## config.mk

```make
export PLATFORM = sky130hd
export DESIGN_NAME = lmsm_sequencer
export DESIGN_NICKNAME = d
export VERILOG_FILES = /design/src/rtl/lmsm_sequencer.sv
export SDC_FILE = /design/constraint.sdc
export NUM_CORES = 1
export LEC_CHECK = 0
export ABC_AREA = 1
export CORE_ASPECT_RATIO = 1.75
export CORE_UTILIZATION = 38
export DETAILED_ROUTE_END_ITERATION = 12
export PLACE_DENSITY_LB_ADDON = 0.3
export SYNTH_ARGS = -nofsm -noshare
export SYNTH_HDL_FRONTEND = slang
export SYNTH_SLANG_ARGS = --single-unit
```

## constraint.sdc

```tcl
create_clock -name clk -period 2.6 [get_ports clk]
set_input_delay 0.52 -clock clk [delete_from_list [all_inputs] [get_ports clk]]
set_output_delay 0.52 -clock clk [all_outputs]
set_load 0.01 [all_outputs]
```

## src/rtl/lmsm_sequencer.sv

```systemverilog
// Load/store-multiple sequencer: expands one LM/SM instruction into per-register
// micro-ops, lowest register first, at consecutive memory addresses.
module lmsm_sequencer #(
  parameter int DATA_W   = 16,
  parameter int NREG     = 8,
  parameter int ADDR_INC = 1
) (
  input  logic                    clk,
  input  logic                    reset,
  input  logic                    flush,
  input  logic                    start,
  input  logic                    op,
  input  logic [DATA_W-1:0]       base_addr,
  input  logic [NREG-1:0]         reg_list,
  input  logic                    stage_ready,
  output logic                    seq_valid,
  output logic [$clog2(NREG)-1:0] seq_rf_addr,
  output logic [DATA_W-1:0]       seq_mem_addr,
  output logic                    seq_is_load,
  output logic                    seq_last,
  output logic                    busy,
  output logic                    done
);

  localparam int IDX_W = $clog2(NREG);
  localparam logic [DATA_W-1:0] INC = DATA_W'(ADDR_INC);

  typedef enum logic [1:0] {IDLE = 2'd0, RUN = 2'd1, DONE = 2'd2} state_t;

  state_t            state_r;
  logic              op_r;
  logic [NREG-1:0]   mask_r;
  logic [DATA_W-1:0] addr_r;

  logic [NREG-1:0]   mask_next_s;
  logic [DATA_W-1:0] addr_next_s;
  logic [IDX_W-1:0]  next_idx_s;
  logic              next_last_s;
  logic [IDX_W-1:0]  start_idx_s;
  logic              start_last_s;

  function automatic logic [IDX_W-1:0] low_idx(input logic [NREG-1:0] m);
    low_idx = {IDX_W{1'b0}};
    for (int i = NREG - 1; i >= 0; i--) begin
      if (m[i]) low_idx = IDX_W'(i);
      else      low_idx = low_idx;
    end
  endfunction

  function automatic logic single_bit(input logic [NREG-1:0] m);
    single_bit = (m != {NREG{1'b0}}) && ((m & (m - NREG'(1))) == {NREG{1'b0}});
  endfunction

  // Next micro-op candidate once the current one is accepted, and the first one at start.
  always_comb begin
    mask_next_s  = mask_r & (mask_r - NREG'(1));
    addr_next_s  = addr_r + INC;
    next_idx_s   = low_idx(mask_next_s);
    next_last_s  = single_bit(mask_next_s);
    start_idx_s  = low_idx(reg_list);
    start_last_s = single_bit(reg_list);
  end

  // Sequencer FSM with all outputs registered alongside the state.
  always_ff @(posedge clk or posedge reset) begin
    if (reset) begin
      state_r      <= IDLE;
      op_r         <= 1'b0;
      mask_r       <= {NREG{1'b0}};
      addr_r       <= {DATA_W{1'b0}};
      seq_valid    <= 1'b0;
      seq_rf_addr  <= {IDX_W{1'b0}};
      seq_mem_addr <= {DATA_W{1'b0}};
      seq_is_load  <= 1'b0;
      seq_last     <= 1'b0;
      busy         <= 1'b0;
      done         <= 1'b0;
    end else if (flush) begin
      state_r      <= IDLE;
      mask_r       <= {NREG{1'b0}};
      seq_valid    <= 1'b0;
      seq_rf_addr  <= {IDX_W{1'b0}};
      seq_mem_addr <= {DATA_W{1'b0}};
      seq_is_load  <= 1'b0;
      seq_last     <= 1'b0;
      busy         <= 1'b0;
      done         <= 1'b0;
    end else begin
      case (state_r)
        IDLE: begin
          if (start) begin
            op_r   <= op;
            mask_r <= reg_list;
            addr_r <= base_addr;
            busy   <= 1'b1;
            if (reg_list != {NREG{1'b0}}) begin
              state_r      <= RUN;
              seq_valid    <= 1'b1;
              seq_rf_addr  <= start_idx_s;
              seq_mem_addr <= base_addr;
              seq_is_load  <= ~op;
              seq_last     <= start_last_s;
            end else begin
              state_r <= DONE;
              done    <= 1'b1;
            end
          end
        end
        RUN: begin
          if (stage_ready) begin
            mask_r <= mask_next_s;
            addr_r <= addr_next_s;
            if (seq_last) begin
              state_r      <= DONE;
              seq_valid    <= 1'b0;
              seq_rf_addr  <= {IDX_W{1'b0}};
              seq_mem_addr <= {DATA_W{1'b0}};
              seq_is_load  <= 1'b0;
              seq_last     <= 1'b0;
              done         <= 1'b1;
            end else begin
              seq_rf_addr  <= next_idx_s;
              seq_mem_addr <= addr_next_s;
              seq_is_load  <= ~op_r;
              seq_last     <= next_last_s;
            end
          end
        end
        DONE: begin
          state_r <= IDLE;
          busy    <= 1'b0;
          done    <= 1'b0;
        end
        default: begin
          state_r   <= IDLE;
          seq_valid <= 1'b0;
          seq_last  <= 1'b0;
          busy      <= 1'b0;
          done      <= 1'b0;
        end
      endcase
    end
  end

endmodule

```

==> results.cfg <==
[floorplanning]
dieArea_um2 = 8310
dieWidth_um = 69.3
pin_count = 54
die_h_um = 120
core-area_um2 = 7620
initial_utilization_pct = 39.6
row_count = 42

[timing]
fin_crit_ps = 2140
hold_viol_final = 0
grt_setup_unrepaired = false
hold_ws_ps = 486
timing.final.ws_setup_ps = 459
worst_pin_slew_ps = 681
finalClockSkew_ps = 5.39
setup_violations = 0
finalCritPeriodShare_pct = 82.3
max_freq_mhz = 467
max_slew_margin_pct = 54.6
setup_tns_ps = 0
report.final.slew_viol_count = 0

[setup_path]
path_delay_family = flip-flops
reg2reg_from = state_r[1]
end_kind = primary output
startpoint = seq_last
worstPathBufferInverterCount = 1
start_kind = register
crit_fanout = 15
crit_chain = clkdlybuf4s50_1
critPathMaxStageDelay_ps = 690
cp.depth = 1
r2r-end = seq_mem_addr[6]
cp.arrival_ps = 1620
ff2ff_setup_slack_ps = 580
slowest_stage = dfrtp_1
path_class = reg -> out
worstPathRequired_ps = 2080
endpoint = seq_last
reg2reg_depth = 6

[placement]
dpl.cell_count = 550
gp_congestion = 0.903
pre_cts_ws_ps = 272
dp_hpwl_um = 6330
io_buffer_count = 53

[yosys]
synth_top_area_cell = dfrtp_1
yosysWarnings = 0
synthTopCellsByArea = dfrtp_1 (42%), nand2_1 (15%), o21ai_0 (6.5%), nor2_1 (5.7%), inv_1 (4.7%)
ys_async_sr_fraction_pct = 100
ys.flop_type = dfrtp_1
ys_types = 38
synth_edf_count = 0
ys_seq_area_share_pct = 42.3
synth_most_common_cell = nand2_1
syn-num-nets = 443
synth_common_cells = nand2_1 (120), dfrtp_1 (51), nor2_1 (46)
ys_seq_elements = 51
yosysTopAreaCellShare_pct = 42.3
syn_avg_cell_area_um2 = 7.32
syn-instance-count = 412
syn_area_um2 = 3020

[routing]
ant_nets = 0
drc = 0
wl_met3_um = 299
wl_met1_um = 3230
vias = 2985
dr_wl_met2_um = 4450
top_layer_used = met4
wl_per_cell_um = 14.9
firstDrtPassIters = 4
drtIter0Drc = 218
wirelength_um = 8320
routed_via_density = 5.35

[finish]
nets = 500
final_core_util_pct = 49.7
diodes = 0
multi_input_area_um2 = 1510
final_layout_size_suffix_gt1_share_pct = 9.36
seq_area_um2 = 1280
fillers = 751
area_growth_pct = 25.6
final_cells = 558

[clock_network]
post_cts_buffers = 0
htreeDepth = 2
clkLatencyLatePin_ps = 290
cts.sinks = 51
postCtsResizedCells = 0
root_buffer = clkbuf_16
cts_buffers = 5
clk_path_buf_depth = 2
tritoncts = built
cts_hold_buf = 0
clk_pin_slew_ps = 70

[grt]
overflow = 0
grt_first_pass_wirelength_um = 14200
grt_pass1_vias = 2955
antenna_found_initial = 0
grt_max_degree = 52
grt_util_all_layers_pct = 21.2

[power_and_ir_drop]
combPwrFrac_pct = 50.7
vdd_drop_max_v = 0.000431
power.internal_w = 0.00242
switching_share_pct = 44.4
clkPwrFrac_pct = 15.0
power_leakage_nw = 1.80
p_per_area_nw_per_um2 = 1150
p_sw_w = 0.00193
p_seq_share_pct = 34.3

[status]
status = complete, no violations

[worst_hold_path]
hold_class = reg -> reg

[job]
maxCapViolCount = 0
==> through the flow <==
stage | instance area [um2] | power [W]
after floorplan | 3020 | 0.00286
after CTS | 3790 | 0.00435
after detailed placement | 3650 | 0.00369
after global placement | 3650 | 0.00365
final | 3790 | 0.00434
after global routing | 3790 | 0.00469
==> cells in the final DEF, fill, tap and decap left out, types with 2 or more instances in the layout <==
master	count
nor2_2	5
inv_2	5
nand3_1	17
nand2_1	120
nand4_1	5
clkdlybuf4s50_1	53
o22ai_1	5
nand3_2	2
a31oi_1	14
nand2_4	2
o21ai_1	2
nand2_2	5
clkinv_2	3
nor3_1	4
inv_1	37
o21ai_0	39
nor2_1	46
mux2_2	2
nor2_4	5
a22o_1	4
a21oi_1	14
dfrtp_1	51
buf_4	8
o21bai_1	4
clkbuf_16	5
==> worst min path at each step <==
stage / endpoint / startpoint / cells after the start
final: seq_mem_addr[11] / seq_mem_addr[11] / 2
after global routing: seq_rf_addr[2] / seq_rf_addr[2] / 2
after CTS: seq_mem_addr[10] / seq_mem_addr[10] / 2
after detailed placement: seq_rf_addr[2] / seq_rf_addr[2] / 2
after global placement: seq_mem_addr[10] / seq_mem_addr[10] / 2
after floorplan: op_r / op_r / 1
==> cell families (layout without fill, tap and decap cells) <==
kind of cell / after synthesis / in the layout / synth area share (%)
and+or+nand+nor: 214 / 214 / 31.2
AOI/OAI and AO/OA: 90 / 90 / 17.6
buffers and inverters: 53 / 111 / 7.47
DFF: 51 / 51 / 42.3
muxes: 2 / 2 / 0.747
adders and majority gates: 1 / 1 / 0.415
xor gates and xnor gates: 1 / 1 / 0.291
==> sequential cells by signal, indices dropped and copies added (netlist names) <==
signal and cells:
done 1, seq_is_load 1, seq_valid 1, mask_r 8
state_r 2, seq_mem_addr 16, addr_r 16, seq_rf_addr 3
seq_last 1, busy 1, op_r 1
==> power groups by stage <==
stage / clock network, W / logic [W] / registers [W]
after global placement: 0 / 0.00215 / 0.00149
after detailed placement: 0 / 0.00218 / 0.00151
after CTS: 0.000665 / 0.00220 / 0.00149
final: 0.000650 / 0.00220 / 0.00149
after floorplan: 0 / 0.00138 / 0.00148
after global routing: 0.000695 / 0.00245 / 0.00154
==> routing by layer <==
layer | global-route usage (%) | vias to the layer above
li1 | - | 1477
met1 | 23.7 | 1405
met2 | 38.8 | 83
met3 | 2.94 | 20
met4 | 10.5 | 0
met5 | 0 | -
==> layout make-up <==
| class | count | area share (%) |
|---|---|---|
| inverter | 42 | 4.16 |
| tap | 88 | 2.91 |
| multi-input combinational | 308 | 40.0 |
| clock buffer | 5 | 3.30 |
| clock inverter | 3 | 0.396 |
| sequential | 51 | 33.7 |
| timing repair buffer | 61 | 15.6 |
(Power assumes the default switching activity.)
